[src/rtl/de2_115_sopc_avalon_st_pkg.sv]
// rtl/de2_115_sopc_avalon_st_pkg.sv - shared types and constants for the Avalon-ST data format adapter
// Purpose : beat geometry, packed-beat field offsets, adapter FSM state type and
//           the last-symbol index helper used by blk_e1734f.
// Ports   : none (package).
package de2_115_sopc_avalon_st_pkg;

   localparam int SYMBOLS_PER_BEAT = 4;
   localparam int BITS_PER_SYMBOL  = 8;
   localparam int EMPTY_WIDTH      = 2;
   localparam int ERROR_WIDTH      = 6;
   localparam int DATA_WIDTH       = SYMBOLS_PER_BEAT * BITS_PER_SYMBOL;
   localparam int IN_WIDTH         = ERROR_WIDTH + 2 + EMPTY_WIDTH + DATA_WIDTH;

   // Field offsets inside the packed 42-bit beat
   localparam int DATA_LSB  = 0;
   localparam int EMPTY_LSB = DATA_WIDTH;
   localparam int EOP_BIT   = EMPTY_LSB + EMPTY_WIDTH;
   localparam int SOP_BIT   = EOP_BIT + 1;
   localparam int ERR_LSB   = SOP_BIT + 1;

   typedef enum logic {
      IDLE = 1'b0,
      EMIT = 1'b1
   } dfa_state_t;

   typedef struct packed {
      logic [ERROR_WIDTH-1:0] error;
      logic                   sop;
      logic                   eop;
      logic [EMPTY_WIDTH-1:0] empty;
      logic [DATA_WIDTH-1:0]  data;
   } dfa_beat_t;

   // Index of the final valid symbol; empty only counts on an end-of-packet beat.
   function automatic logic [EMPTY_WIDTH-1:0] last_index(input logic eop,
                                                         input logic [EMPTY_WIDTH-1:0] empty);
      logic [EMPTY_WIDTH-1:0] full_last;
      full_last = EMPTY_WIDTH'(SYMBOLS_PER_BEAT - 1);
      return eop ? (full_last - empty) : full_last;
   endfunction

endpackage

[src/rtl/de2_115_sopc_avalon_st_symbol_mux.sv]
// rtl/de2_115_sopc_avalon_st_symbol_mux.sv - big-endian symbol selector for the held beat
// Purpose : purely combinational; picks one symbol out of the held data word.
//           sym_idx=0 selects the most significant symbol.
// Ports   : data    in  held beat data
//           sym_idx in  symbol index
//           symbol  out selected symbol
module de2_115_sopc_avalon_st_symbol_mux
   import de2_115_sopc_avalon_st_pkg::*;
(
   input  logic [DATA_WIDTH-1:0]      data,
   input  logic [EMPTY_WIDTH-1:0]     sym_idx,
   output logic [BITS_PER_SYMBOL-1:0] symbol
);

   always_comb begin
      symbol = '0;
      for (int i = 0; i < SYMBOLS_PER_BEAT; i++) begin
         if (sym_idx == EMPTY_WIDTH'(SYMBOLS_PER_BEAT - 1 - i)) begin
            symbol = data[i*BITS_PER_SYMBOL +: BITS_PER_SYMBOL];
         end
      end
   end

endmodule

[src/rtl/blk_e1734f.sv]
// rtl/blk_e1734f.sv - Avalon-ST data format adapter, 4-symbol beats to 1-symbol beats
// Purpose : captures one packed beat from the timing-adapter FIFO and serialises it
//           symbol by symbol to an 8-bit sink, honouring empty on end-of-packet and
//           full backpressure (readyLatency 0 on both sides).
// Config  : define DE2_115_SOPC_DFA_ERROR_EN to carry the error sideband; otherwise
//           out_error is tied to 0 and no accumulator exists.
// Ports   : clk, reset_n (async, active-low)
//           in_valid/in_data/in_ready        packed beat input {error,sop,eop,empty,data}
//           out_valid/out_data/out_ready     symbol output
//           out_startofpacket/out_endofpacket/out_error  per-symbol sideband
module blk_e1734f
   import de2_115_sopc_avalon_st_pkg::*;
(
   input  logic                       clk,
   input  logic                       reset_n,
   input  logic                       in_valid,
   input  logic [IN_WIDTH-1:0]        in_data,
   output logic                       in_ready,
   output logic                       out_valid,
   output logic [BITS_PER_SYMBOL-1:0] out_data,
   output logic                       out_startofpacket,
   output logic                       out_endofpacket,
   output logic [ERROR_WIDTH-1:0]     out_error,
   input  logic                       out_ready
);

   dfa_state_t             state_q, state_d;
   dfa_beat_t              beat_in;
   logic [DATA_WIDTH-1:0]  hold_data_q;
   logic                   hold_sop_q, hold_eop_q;
   logic [EMPTY_WIDTH-1:0] hold_empty_q;
   logic [EMPTY_WIDTH-1:0] sym_idx_q, sym_idx_d;
   logic [EMPTY_WIDTH-1:0] last_idx;
   logic                   ready_en_q;
   logic                   at_last;
   logic                   accept;
   logic                   load;
   logic [BITS_PER_SYMBOL-1:0] mux_symbol;

   assign beat_in  = dfa_beat_t'(in_data);
   assign last_idx = last_index(hold_eop_q, hold_empty_q);
   assign at_last  = (sym_idx_q == last_idx);

   // ready_en_q keeps in_ready low while in reset even though the FSM sits in IDLE.
   assign in_ready = ready_en_q && ((state_q == IDLE) || (out_ready && at_last));
   assign accept   = in_valid && in_ready;
   assign load     = accept;

   always_ff @(posedge clk or negedge reset_n) begin
      if (!reset_n) begin
         state_q <= IDLE;
      end else begin
         state_q <= state_d;
      end
   end

   always_comb begin
      state_d   = state_q;
      sym_idx_d = sym_idx_q;
      case (state_q)
         IDLE: begin
            sym_idx_d = '0;
            if (accept) begin
               state_d = EMIT;
            end
         end
         EMIT: begin
            if (out_ready) begin
               if (at_last) begin
                  sym_idx_d = '0;
                  if (!accept) begin
                     state_d = IDLE;
                  end
               end else begin
                  sym_idx_d = sym_idx_q + 1'b1;
               end
            end
         end
         default: begin
            state_d   = IDLE;
            sym_idx_d = '0;
         end
      endcase
   end

   always_ff @(posedge clk or negedge reset_n) begin
      if (!reset_n) begin
         ready_en_q   <= 1'b0;
         sym_idx_q    <= '0;
         hold_data_q  <= '0;
         hold_sop_q   <= 1'b0;
         hold_eop_q   <= 1'b0;
         hold_empty_q <= '0;
      end else begin
         ready_en_q <= 1'b1;
         sym_idx_q  <= sym_idx_d;
         if (load) begin
            hold_data_q  <= beat_in.data;
            hold_sop_q   <= beat_in.sop;
            hold_eop_q   <= beat_in.eop;
            // empty has no meaning without eop; store 0 so last_idx stays full-width
            hold_empty_q <= beat_in.eop ? beat_in.empty : '0;
         end
      end
   end

   de2_115_sopc_avalon_st_symbol_mux u_symbol_mux (
      .data    (hold_data_q),
      .sym_idx (sym_idx_q),
      .symbol  (mux_symbol)
   );

   assign out_valid         = (state_q == EMIT);
   assign out_data          = out_valid ? mux_symbol : '0;
   assign out_startofpacket = out_valid && hold_sop_q && (sym_idx_q == '0);
   assign out_endofpacket   = out_valid && hold_eop_q && at_last;

`ifdef DE2_115_SOPC_DFA_ERROR_EN
   logic [ERROR_WIDTH-1:0] hold_error_q;
   logic [ERROR_WIDTH-1:0] err_acc_q;

   always_ff @(posedge clk or negedge reset_n) begin
      if (!reset_n) begin
         hold_error_q <= '0;
         err_acc_q    <= '0;
      end else begin
         if (load) begin
            hold_error_q <= beat_in.error;
         end
         // Fold each completed beat into the packet accumulator; clear once eop leaves.
         if (out_valid && out_ready && at_last) begin
            err_acc_q <= hold_eop_q ? '0 : (err_acc_q | hold_error_q);
         end
      end
   end

   assign out_error = !out_valid      ? '0 :
                      out_endofpacket ? (err_acc_q | hold_error_q) :
                                        hold_error_q;
`else
   logic err_field_unused;
   assign err_field_unused = ^beat_in.error;
   assign out_error        = '0;
`endif

endmodule
[config.mk]
export PLATFORM = sky130hd
export DESIGN_NAME = blk_e1734f
export DESIGN_NICKNAME = d
export VERILOG_FILES = /design/src/rtl/de2_115_sopc_avalon_st_pkg.sv /design/src/rtl/de2_115_sopc_avalon_st_symbol_mux.sv /design/src/rtl/blk_e1734f.sv
export SDC_FILE = /design/constraint.sdc
export NUM_CORES = 1
export LEC_CHECK = 0
export CAP_MARGIN = 30
export CORE_ASPECT_RATIO = 1.5
export CORE_MARGIN = 2
export CORE_UTILIZATION = 35
export CTS_CLUSTER_SIZE = 14
export DETAILED_ROUTE_END_ITERATION = 10
export HOLD_SLACK_MARGIN = 0.05
export PLACE_DENSITY = 0.69
export SLEW_MARGIN = 5
export SYNTH_ARGS = -nofsm -noshare
export SYNTH_HDL_FRONTEND = slang
export SYNTH_SLANG_ARGS = --single-unit
[constraint.sdc]
create_clock -name clk -period 2.5 [get_ports clk]
set_input_delay 0.75 -clock clk [delete_from_list [all_inputs] [get_ports clk]]
set_output_delay 0.75 -clock clk [all_outputs]
set_load 0.005 [all_outputs]
Yosys cells after proc, flatten, opt, wreduce, memory -nomap -nowiden
Cells that the tools add are included.
{ "totals": {"ff_bits": 40} }
{ "classes": {"add_sub_neg": 2, "eq_ne": 5, "n_mux": 14, "bitwise_logic": 1, "n_reduce_logical": 9} }
{ "ops": {"columns": ["op", "count"], "rows": [
  ["8-bit two-way mux", 5],
  ["2-bit two-way mux", 4],
  ["1-bit logical AND", 7],
  ["2-bit == test, second input constant", 2],
  ["2-bit one-hot mux with 2 select lines", 1],
  ["1-bit two-way mux", 3],
  ["2-bit by 1-bit adder with 2-bit output, second input constant", 1],
  ["2-bit by 1-bit == test with 1-bit output, second input constant", 1],
  ["2-bit == test", 1],
  ["2-bit zero test", 1],
  ["2-bit inequality test, second input constant", 1],
  ["1-bit one-hot mux with 2 select lines", 1],
  ["2-bit subtractor, first input constant", 1],
  ["1-bit logical OR", 1],
  ["1-bit NOT", 1]
]} }

Longest topological paths before layout
{ "logic_depth": {"depth_word": 11, "ltp_mapped": 8, "ltp_nobuf": 6} }

By module
From an unflattened synthesis, not the netlist that was laid out.
{ "unflattened": {"hier_cells": 277, "hier_area_um2": 2765.2} }
{ "modules_own_cells": {"columns": ["module", "instances", "cells_per_inst", "area_each_um2", "seq_area_each_um2"], "rows": [
  ["blk_e1734f", 1, 267, 2568.7, 1001.0],
  ["de2_115_sopc_avalon_st_symbol_mux", 1, 10, 196.4, 0.0]
]} }

Least setup slack after synthesis
No wires, ideal clock.
{ "synth_path": {"kind": "flip-flop to output port", "start": "register sym_idx_q[0]", "end": "output port out_data[5]", "t_arrival_ns": 1.671, "required_ns": 1.750, "setup_slack_ns": 0.079, "path_stages_with_launch": 9, "path_cell_list": "dfrtp_1 > buf_2 > inv_1 > ha_1 > clkbuf_1 > nor2b_1 > a22oi_1 > o21ai_0 > a22o_1"} }
{ "synth_between": {"elab_chain_cells": 6, "elab_cells_between_ends": 9, "classes_between": "3 x eq/ne; 5 x mux; 1 x reduce/logical"} }
{ "synth_lines": {"columns": ["item", "line_no", "source"], "rows": [
  ["start, declared", "blk_e1734f.sv:32", "logic [EMPTY_WIDTH-1:0] sym_idx_q, sym_idx_d;"],
  ["start signal, assigned", "blk_e1734f.sv:96", "sym_idx_q <= sym_idx_d;"],
  ["2-bit == test", "de2_115_sopc_avalon_st_symbol_mux.sv:18", "if (sym_idx == EMPTY_WIDTH'(SYMBOLS_PER_BEAT - 1 - i)) begin"],
  ["8-bit two-way mux (3 in a row)", "de2_115_sopc_avalon_st_symbol_mux.sv:18", null],
  ["8-bit two-way mux (*)", "de2_115_sopc_avalon_st_symbol_mux.sv:18", null],
  ["8-bit two-way mux (*)", "blk_e1734f.sv:114", "assign out_data = out_valid ? mux_symbol : '0;"],
  ["end, declared", "blk_e1734f.sv:20", "output logic [BITS_PER_SYMBOL-1:0] out_data,"]
]} }
Every way passes the cells marked *; elsewhere a longest branch is shown, timed or not.

Worst setup path in the final report
{ "layout_path": {"start": "register sym_idx_q[0]", "end": "output port out_data[6]"} }
The elaborated chain is that of the path after synthesis.

==> impl_metrics.tcl <==
set metrics [dict create \
    ys_seq_elements 40 \
    crit_path_frequent_cell "buf_4" \
    ys_warn_count 0 \
    async_flop_share_pct 100 \
    firstDrtPassIters 5 \
    yosysTopAreaCellShare_pct 35.7 \
    rsz0062_at_grt "yes" \
    worst-path-buf-inv 7 \
    initial_core_util_pct 35.4 \
    violations "negative setup slack" \
    timing.hold.ws_ns 0.531 \
    cp-start-kind "flop" \
    clk_pin_slew_ns 0.06 \
    num_antenna_cells 0 \
    gp_congestion 0.816 \
    setup_viol 4 \
    dieArea_mm2 0.00875 \
    drt_iter0_markers 141 \
    arrival_ns 1.81 \
    internal_power_w 0.00271 \
    grt_max_degree 41 \
    clock-sinks 40 \
    slew_headroom_pct 63.4 \
    grt_pass1_vias 2839 \
    drive_gt1_share_pct 29.5 \
    final_nets 408 \
    routed_via_density 5.97 \
    cts_root_buf "clkbuf_16" \
    syn_area_mm2 0.00280 \
    p_leak_nw 1.63 \
    path_depth 10 \
    p_seq_share_pct 26.3 \
    ios 64 \
    yosysTopAreaCell "dfrtp_1" \
    chipWidth_um 77.0 \
    coreArea_mm2 0.00791 \
    swShare_pct 42.7 \
    clk_latency_ns 0.28 \
    pwr-share-clk_pct 16.7 \
    cts_hold_buf 0 \
    ff2ff_path_depth 6 \
    antenna_found_initial 0 \
    synth_ff_type "dfrtp_1" \
    grt.total_usage_pct 20.7 \
    cts_buffer_depth 2 \
    dp_slack_ns -0.209 \
    crit_chain "inv_2 -> buf_4 -> ha_4 -> nor2b_4 -> buf_6 -> buf_4 -> buf_4 -> inv_1 -> o21ai_2 -> buf_2" \
    hp-class "in -> async" \
    hold_violations 0 \
    dp_hpwl_mm 5.73 \
    max_stage_delay_ns 0.43 \
    fin_ws_ns -0.0551 \
    yosysUniqueCellTypes 42 \
    ys_top_cells_by_count "50 x nand2_1, 40 x dfrtp_1, 38 x a22oi_1" \
    clock_skew_ns 0.00447 \
    critical_path.top_delay_family "buffers and inverters" \
    power_frac_comb_pct 56.9 \
    cap_violations 0 \
    port_buffers 51 \
    p_per_area_mw_per_mm2 1270 \
    cp_max_fo 4 \
    tightest_slew_ns 0.549 \
    yosysMostFrequentCell "nand2_1" \
    fill_cells 788 \
    wire_per_inst_um 18.7 \
    wirelength_mm 8.69 \
    slew_violations 0 \
    crit_type "reg -> out" \
    syn2layout_area_growth_pct 32.9 \
    critPathRequiredTime_ns 1.75 \
    status "finished with violations" \
    min_period_ns 2.56 \
    place_inst 450 \
    layout.cells.non_filler 464 \
    cts_tree "done" \
    synth-seq-area-share_pct 35.7 \
    synth_enable_flop_cells 0 \
    p_sw_w 0.00202 \
    drcViolationCount 0 \
    overflow 0 \
    h-tree-depth 2 \
    end_kind "output port" \
    dieHeight_um 114 \
    peakVddDrop_uv 458 \
    vias 2769 \
    syn-instance-count 306 \
    max_freq_mhz 391 \
    grt_pass1_wl_mm 14.4 \
    postRouteAntennaNets 0 \
    synth_area_leaders "dfrtp_1 36%, o211ai_2 13%, a22oi_1 10%" \
    syn_avg_cell_area_um2 9.15 \
    period_share_pct 102 \
    numCtsBuffers 5 \
    rows 40 \
    slowest_stage "dfrtp_2" \
]
[repair_timing]
| action | 4_1_cts | 5_1_grt |
|---|---|---|
| cloned | 0 | 0 |
| setup buffers | 5 | 2 |
| endpoints found under the setup margin | 11 | 10 |
| pin swaps | 16 | 16 |
| resized for setup | 61 | 17 |
[cell families after synthesis]
kind of cell	count (synthesis)	synth area share (%)
XOR/XNOR	2	0.626
other	2	0.268
flip-flops	40	35.7
AND/OR/NAND/NOR	104	19.4
buffers and inverters	48	8.98
adder cells (fa/ha/maj)	4	1.79
AO/OA/AOI/OAI	106	33.2
[sequential cells by signal, indices dropped and copies added, names as in the netlist]
signal	cells
hold_data_q	32
hold_eop_q	1
hold_sop_q	1
out_valid	1
hold_empty_q	2
ready_en_q	1
sym_idx_q	2
[per-layer routing]
metal  up-vias  GRT usage, %  wire length [um]
met4         0          9.29               242
met2       101          37.8              4590
met1      1400          23.6              3420
met5         -             0                 0
li1       1255             -                 -
met3        13          3.24               439
[cell type report]
type | count | area (um^2) | share of cell area, %
Clock buffer | 7 | 153 | 4.10
Clock inverter | 1 | 30.0 | 0.807
Inverter | 7 | 26.3 | 0.706
Multi-Input combinational cell | 223 | 1680 | 45.2
Sequential cell | 40 | 1000 | 27.0
Tap cell | 105 | 131 | 3.53
Timing Repair Buffer | 81 | 694 | 18.7
[final timing paths]
kind,slack (ns),end,from
worst min-delay path,0.53,hold_data_q[27]$_DFFE_PN0P_,reset_n
min in group clk,0.55,hold_data_q[14]$_DFFE_PN0P_,hold_data_q[14]$_DFFE_PN0P_
worst max register to register,0.51,hold_sop_q$_DFFE_PN0P_,sym_idx_q[0]$_DFFE_PN0P_
worst min register to register,0.55,hold_data_q[14]$_DFFE_PN0P_,hold_data_q[14]$_DFFE_PN0P_
worst max-delay path,-0.06,out_data[6],sym_idx_q[0]$_DFFE_PN0P_
max in group asynchronous,1.56,sym_idx_q[1]$_DFFE_PN0P_,reset_n
[layout by cell type (no fill, tap or decap), types with 2 or more instances in the layout]
| cell type | n |
|---|---|
| dfrtp_1 | 38 |
| a22o_1 | 9 |
| a22oi_2 | 7 |
| clkdlybuf4s50_1 | 39 |
| ha_4 | 3 |
| o21ai_1 | 9 |
| inv_2 | 3 |
| and3_1 | 2 |
| conb_1 | 7 |
| buf_2 | 6 |
| a21oi_1 | 6 |
| buf_4 | 26 |
| and2_4 | 2 |
| o211ai_1 | 4 |
| nand3_1 | 3 |
| clkbuf_16 | 5 |
| or3b_1 | 2 |
| clkbuf_2 | 5 |
| clkbuf_8 | 2 |
| dfrtp_2 | 2 |
| inv_1 | 4 |
| nand2_1 | 50 |
| o211ai_2 | 29 |
| a22oi_1 | 31 |
| buf_6 | 4 |
| nand3b_1 | 2 |
| nor2b_4 | 2 |
| nand4_1 | 34 |
[power groups by stage]
stage               registers [W]  clock network, W  logic, W
detailed placement        0.00120                 0   0.00254
CTS                       0.00123          0.000801   0.00262
global route              0.00128          0.000838   0.00293
floorplan                 0.00109                 0   0.00182
global placement          0.00119                 0   0.00247
finish                    0.00125          0.000793   0.00270
[per-stage QoR]
step | util, % | power [W] | area [um^2] | TNS (ns)
floorplan | - | 0.00291 | 2820 | 0
global placement | 43.1 | 0.00366 | 3410 | -1.34
detailed placement | 43.1 | 0.00374 | 3410 | -1.65
CTS | 46.8 | 0.00465 | 3700 | -0.532
global route | 47.1 | 0.00504 | 3720 | -0.643
finish | 47.1 | 0.00474 | 3720 | -0.177
No activity file was read; power rests on OpenSTA's default activity.
